--- src/rtl/md_ring_pkg.sv ---
// Shared types for the MD ring: force packet layout and the injection phase states.
package md_ring_pkg;

    localparam int NUM_CELLS         = 64;
    localparam int DATA_WIDTH        = 32;
    localparam int PARTICLE_ID_WIDTH = 7;
    localparam int FORCE_DATA_WIDTH  = 3 * DATA_WIDTH + PARTICLE_ID_WIDTH;
    localparam int NODE_ID_WIDTH     = $clog2(NUM_CELLS);

    function automatic int node_id_width();
        return $clog2(NUM_CELLS);
    endfunction

    typedef struct packed {
        logic [NODE_ID_WIDTH-1:0]    dest_id;
        logic [FORCE_DATA_WIDTH-1:0] payload;
    } packet_t;

    typedef enum logic [1:0] {
        IDLE  = 2'd0,
        RUN   = 2'd1,
        DRAIN = 2'd2,
        DONE  = 2'd3
    } inj_state_t;

endpackage

--- src/rtl/rr_arbiter.sv ---
// Round-robin arbiter: one-hot grant to the first requester at or after ptr.
module rr_arbiter #(
    parameter int N = 4
) (
    input  logic [N-1:0]         req,
    input  logic                 en,
    input  logic [$clog2(N)-1:0] ptr,
    output logic [N-1:0]         gnt,
    output logic [$clog2(N)-1:0] gnt_idx
);

    localparam int PTR_W = $clog2(N);

    always_comb begin
        logic             found;
        logic [PTR_W-1:0] idx;
        gnt     = '0;
        gnt_idx = '0;
        found   = 1'b0;
        idx     = '0;
        for (int k = 0; k < N; k++) begin
            idx = PTR_W'((int'(ptr) + k) % N);
            if (en && !found && req[idx]) begin
                found      = 1'b1;
                gnt[idx]   = 1'b1;
                gnt_idx    = idx;
            end
        end
    end

endmodule

--- src/rtl/ring_inject_arbiter.sv ---
// Shares one ring node's PE injection port among NUM_SRC sources through a
// single-entry output register, gated by a per-phase IDLE/RUN/DRAIN/DONE FSM.
module ring_inject_arbiter
    import md_ring_pkg::*;
#(
    parameter int NUM_CELLS         = 64,
    parameter int DATA_WIDTH        = 32,
    parameter int PARTICLE_ID_WIDTH = 7,
    parameter int FORCE_DATA_WIDTH  = 3 * DATA_WIDTH + PARTICLE_ID_WIDTH,
    parameter int PACKET_WIDTH      = FORCE_DATA_WIDTH + $clog2(NUM_CELLS),
    parameter int NUM_SRC           = 4,
    parameter int COUNT_WIDTH       = 16
) (
    input  logic                                   clk,
    input  logic                                   rst,
    input  logic                                   phase_start,
    input  logic [NUM_SRC-1:0][PACKET_WIDTH-1:0]   src_pkt,
    input  logic [NUM_SRC-1:0]                     src_valid,
    input  logic [NUM_SRC-1:0]                     src_done,
    output logic [NUM_SRC-1:0]                     src_ready,
    output logic [PACKET_WIDTH-1:0]                pkt_out,
    output logic                                   pkt_valid,
    input  logic                                   node_ready,
    output logic                                   inject_done,
    output logic [COUNT_WIDTH-1:0]                 pkt_count,
    output logic                                   busy
);

    localparam int PTR_W = $clog2(NUM_SRC);

    inj_state_t              state, state_nxt;
    logic [PTR_W-1:0]        rr_ptr;
    logic [PTR_W-1:0]        gnt_idx;
    logic [NUM_SRC-1:0]      gnt;
    logic                    arb_en;
    logic                    out_free;
    logic                    src_xfer;
    logic                    node_xfer;
    logic                    all_done;
    logic                    phase_go;
    logic [PACKET_WIDTH-1:0] out_pkt_p1;
    logic                    out_vld_p1;
    logic [COUNT_WIDTH-1:0]  cnt;

    function automatic logic [COUNT_WIDTH-1:0] sat_inc(input logic [COUNT_WIDTH-1:0] v);
        return (&v) ? v : v + 1'b1;
    endfunction

    assign out_free  = ~out_vld_p1 | node_ready;
    assign node_xfer = out_vld_p1 & node_ready;
    assign src_xfer  = |(src_valid & gnt);
    assign all_done  = &(src_done & ~src_valid);
    assign phase_go  = phase_start & ((state == IDLE) | (state == DONE));

    rr_arbiter #(
        .N(NUM_SRC)
    ) u_arb (
        .req    (src_valid),
        .en     (arb_en),
        .ptr    (rr_ptr),
        .gnt    (gnt),
        .gnt_idx(gnt_idx)
    );

    always_ff @(posedge clk) begin
        if (rst) state <= IDLE;
        else     state <= state_nxt;
    end

    always_comb begin
        state_nxt = state;
        case (state)
            IDLE:    if (phase_start) state_nxt = RUN;
            RUN:     if (all_done) state_nxt = DRAIN;
            DRAIN:   if (!out_vld_p1 || node_xfer) state_nxt = DONE;
            DONE:    if (phase_start) state_nxt = RUN;
            default: state_nxt = IDLE;
        endcase
    end

    always_comb begin
        arb_en      = 1'b0;
        inject_done = 1'b0;
        busy        = 1'b0;
        case (state)
            RUN: begin
                arb_en = out_free;
                busy   = 1'b1;
            end
            DRAIN:   busy = 1'b1;
            DONE:    inject_done = 1'b1;
            default: ;
        endcase
    end

    // p0 -> p1: granted source packet captured into the output register
    always_ff @(posedge clk) begin
        if (rst) begin
            out_vld_p1 <= 1'b0;
            out_pkt_p1 <= '0;
            rr_ptr     <= '0;
        end else if (src_xfer) begin
            out_vld_p1 <= 1'b1;
            out_pkt_p1 <= src_pkt[gnt_idx];
            rr_ptr     <= (gnt_idx == PTR_W'(NUM_SRC - 1)) ? '0 : gnt_idx + 1'b1;
        end else if (node_xfer) begin
            out_vld_p1 <= 1'b0;
        end
    end

    always_ff @(posedge clk) begin
        if (rst)            cnt <= '0;
        else if (phase_go)  cnt <= '0;
        else if (node_xfer) cnt <= sat_inc(cnt);
    end

    assign src_ready = gnt;
    assign pkt_out   = out_pkt_p1;
    assign pkt_valid = out_vld_p1;
    assign pkt_count = cnt;

endmodule

--- config.mk ---
export PLATFORM = sky130hd
export DESIGN_NAME = ring_inject_arbiter
export DESIGN_NICKNAME = d
export VERILOG_FILES = /design/src/rtl/md_ring_pkg.sv /design/src/rtl/rr_arbiter.sv /design/src/rtl/ring_inject_arbiter.sv
export SDC_FILE = /design/constraint.sdc
export NUM_CORES = 1
export LEC_CHECK = 0
export ABC_AREA = 1
export CAP_MARGIN = 15
export CORE_AREA = 2 2 227 229
export CTS_CLUSTER_SIZE = 30
export DETAILED_ROUTE_END_ITERATION = 12
export DIE_AREA = 0 0 229 231
export GPL_TIMING_DRIVEN = 0
export PLACE_DENSITY_LB_ADDON = 0.05
export SLEW_MARGIN = 20
export SYNTH_ARGS = -nofsm -noshare
export SYNTH_HDL_FRONTEND = slang
export SYNTH_SLANG_ARGS = --single-unit
--- constraint.sdc ---
create_clock -name clk -period 2.5 [get_ports clk]
set_input_delay 0.5 -clock clk [delete_from_list [all_inputs] [get_ports clk]]
set_output_delay 0.5 -clock clk [all_outputs]
set_load 0.02 [all_outputs]
==> results.sh, run 1 <==
export IMPL_status="finished, violations left"
export IMPL_violations="setup timing"
export IMPL_die_y_um=231
export IMPL_synth_compound_area_share=0.01401
export IMPL_r2r_setup_slack_ns=0
export IMPL_placed_cell_area_um2=18190
export IMPL_comb_power_share=0.741
export IMPL_whs_ns=0.4873
export IMPL_clk_pin_slew_ns=0.07
export IMPL_tns_ns=-0.1969
export IMPL_grt_pass1_vias=15170
export IMPL_root_buffer="clkbuf_16"
export IMPL_multi_input_area_um2=6432
export IMPL_fmax_mhz=388.8
export IMPL_htree_levels=4
export IMPL_final_hold_violation_count=0
export IMPL_crit_type="reg -> out"
export IMPL_rsz0062_at_grt="true"
export IMPL_syn_nets=2685
export IMPL_p_sw_frac=0.5149
export IMPL_finalNonFillerCells=3556
export IMPL_syn_inst=2225
export IMPL_dp_cells=3484
export IMPL_whs_endpoint="pkt_count[14]"
export IMPL_hpwlAfterDp_mm=50.30
export IMPL_routed_wl_mm=63.12
export IMPL_fin_util=0.3980
export IMPL_cts_num_sinks=130
export IMPL_synth_simple_area_share=0.4935
export IMPL_yosysTopAreaCellShare=0.2259
export IMPL_worstMarginPinSlew_ns=0.8678
export IMPL_holdCritStartpoint="pkt_count[14]"
export IMPL_pre_cts_ws_ns=-1.393
export IMPL_synth_warnings=0
export IMPL_overflow=0
export IMPL_layout_drive_gt1_share=0.1021
export IMPL_r2r_end="pkt_out[77]"
export IMPL_clk_path_buf_depth=2
export IMPL_yosys_top_cells_area="dfxtp_1 23%, nand3_1 20%, nand2_1 20%"
export IMPL_grt_pass1_wl_mm=91.94
export IMPL_synth_cell_types=31
export IMPL_routed_via_count=15290
export IMPL_areaGrowthSynthToFinish_pct=75.05
export IMPL_antenna_found_initial=9
export IMPL_wire_per_inst_um=17.75
export IMPL_yosys_area_top_type="dfxtp_1"
export IMPL_cap_viol_max_count=0
export IMPL_power_mw=23.41
export IMPL_min_path_type="reg -> reg"
export IMPL_dieArea_um2=52900
export IMPL_rows=83
export IMPL_muxShareOfSynthArea=0
export IMPL_cellPowerDensity_nw_per_um2=1161
export IMPL_fin_nets=3316
export IMPL_synth_top_family_by_area="simple AND/OR/NAND/NOR gates"
export IMPL_drv_slew=0
export IMPL_drtIter0Drc=736
export IMPL_clk_latency_ns=0.48
export IMPL_nFillCells=5671
export IMPL_seqCellArea_um2=2615
export IMPL_core_area_um2=50680
export IMPL_slew_headroom=0.4215
export IMPL_finClkSkew_ns=0.01354
export IMPL_p_clk_frac=0.109
export IMPL_cts_hold_buf=0
export IMPL_timing_final_crit_share=1.029
export IMPL_track_usage=0.2323
export IMPL_io_pins=580
export IMPL_numPortBuffers=579
export IMPL_routed_via_density=4.299
export IMPL_drt_first_pass_iters=5
export IMPL_p_seq_frac=0.151
export IMPL_avgSynthCellArea_um2=5.179
export IMPL_numCtsBuffers=17
export IMPL_crit_fanout=6
export IMPL_synth_xor_area_share=0.002280
export IMPL_vdd_drop_max_mv=0.6034
export IMPL_layout_setup_ws_ns=-0.07175
export IMPL_rr_worst_depth=17
export IMPL_min_period_ns=2.572
export IMPL_ys_seq_area_frac=0.2259
export IMPL_switchingPower_mw=12.06
export IMPL_min_path_cells=2
export IMPL_synthAdderAreaFrac=0.01303
export IMPL_cp_start_kind="register"
export IMPL_cts_tree="done"
export IMPL_critPathRequiredTime_ns=2.00
export IMPL_final_area_um2=20170
export IMPL_start_util=0.2274
export IMPL_internal_power_mw=11.36
export IMPL_drc=0
export IMPL_reg2reg_from="rr_ptr[1]"
export IMPL_ant_nets=0
export IMPL_synth_seq_cells=130
export IMPL_die_width_um=229
export IMPL_setup_viol_count_final=4
export IMPL_critPathCaptureType="output pin"
export IMPL_gp_congestion=0.8912
export IMPL_crit_arrival_ns=2.07
export IMPL_netlist_area_um2=11520
export IMPL_power_leakage_nw=10.64
export IMPL_grt_max_degree=17
## what timing repair did
item                                    in CTS  in global routing
pin swaps                                   12                 24
setup buffers                               15                  9
endpoints found under the setup margin     117                120
gates resized for setup                    181                162
gates cloned                                 3                  8
## power groups by stage
stage	logic [mW]	registers, mW	clock network, mW
3_5_place_dp	15.2	3.55	0
3_3_place_gp	15.2	3.51	0
6_report	17.3	3.53	2.54
5_1_grt	19.1	3.65	2.72
2_1_floorplan	7.92	4.55	0
4_1_cts	16.5	3.52	2.64
## logic make-up (layout without fill, tap and decap cells)
family	count (synthesis)	after routing
and+or+nand+nor	1339	1340
buffers and inverters	711	1354
DFF	130	130
AOI/OAI and AO/OA	30	30
adders and majority gates	12	12
xor gates and xnor gates	3	3
other	0	7
## cells in the mapped netlist
master      n
a21oi_1    15
o21bai_1    1
a31o_2      1
xor2_1      2
a211oi_1    1
buf_2      88
nor4_1      2
or2_2       1
xnor2_1     1
buf_4       3
nor2_4      2
nor3b_1     2
inv_1     573
o21ai_0    10
nand2_1   605
nor2_1    242
dfxtp_1   130
a21boi_1    1
nand4_1     7
nand3_2     2
o21ai_1     1
nor2_2      2
inv_2       3
nand3_1   460
ha_1       12
buf_1       1
buf_6      14
nor3_1     12
clkbuf_1   25
nand2_2     2
clkinv_1    4
## area by class of cell
type / instances / area share
Tap cell: 680 / 0.04218
Buffer: 129 / 0.06024
Antenna cell: 7 / 0.0008685
Timing Repair inverter: 1 / 0.0004342
Sequential cell: 130 / 0.1297
Inverter: 580 / 0.1096
Clock buffer: 17 / 0.02109
Timing Repair Buffer: 612 / 0.3097
Clock inverter: 15 / 0.007382
Multi-Input combinational cell: 1385 / 0.3189
## cell usage in the layout, fill, tap and decap left out, types with 7 or more instances in the layout
cell / synthesis / layout
nand3_2: 2 / 31
nor2_1: 242 / 227
clkdlybuf4s50_1: 0 / 570
ha_1: 12 / 10
buf_12: 0 / 11
nor3_1: 12 / 12
buf_6: 14 / 33
diode_2: 0 / 7
clkbuf_16: 0 / 25
clkbuf_2: 0 / 11
nand2_1: 605 / 576
nand3_1: 460 / 426
a21oi_1: 15 / 14
inv_8: 0 / 9
dfxtp_1: 130 / 126
buf_8: 0 / 14
inv_1: 573 / 568
nand2_2: 2 / 27
buf_4: 3 / 56
inv_6: 0 / 8
clkbuf_4: 0 / 14
clkbuf_1: 25 / 12
nor2_2: 2 / 14
o21ai_0: 10 / 10
nand4_1: 7 / 7
## critical path, stage by stage (launching register included)
cell and delay (ns):
dfxtp_4 0.38, inv_8 0.03, ha_4 0.26, inv_4 0.07
nand3_4 0.10, nand2_4 0.09, nand3_4 0.09, nor2_4 0.20
nand2_1 0.10, nand3_2 0.13, buf_6 0.14
## flip-flops by register name (all words and copies together), names as in the netlist
register / cells
state: 2
pkt_out: 109
pkt_valid: 1
pkt_count: 16
rr_ptr: 2
## worst max-delay path by stage
stage	to	slack (ns)	start	depth (start not counted)
floorplan	rr_ptr[1]	0.06	rr_ptr[1]	16
global placement	pkt_out[81]	-1.38	node_ready	15
detailed placement	pkt_out[81]	-1.39	node_ready	15
CTS	src_ready[2]	-0.11	rr_ptr[1]	10
global route	src_ready[0]	-0.15	state[1]	10
finish	src_ready[0]	-0.07	rr_ptr[1]	10
## routing by layer
| metal | wire length [µm] | vias to the layer above | GRT usage |
|---|---|---|---|
| met1 | 27150 | 6927 | 0.2836 |
| met5 | 24 | - | 0 |
| li1 | - | 7836 | - |
| met2 | 30080 | 469 | 0.3943 |
| met3 | 4565 | 51 | 0.06942 |
| met4 | 1289 | 4 | 0.06575 |
Power figures use the tool's default switching activity.
==> run 2: changes to the inputs <==
--- a/config.mk
+++ b/config.mk
@@ -6,7 +6,7 @@
 export NUM_CORES = 1
 export LEC_CHECK = 0
 export ABC_AREA = 1
-export CAP_MARGIN = 15
+export CAP_MARGIN = 20
 export CORE_AREA = 2 2 227 229
 export CTS_CLUSTER_SIZE = 30
 export DETAILED_ROUTE_END_ITERATION = 12
==> results of run 2 <==
Final layout, timing and power as in run 1 (identical DEF).
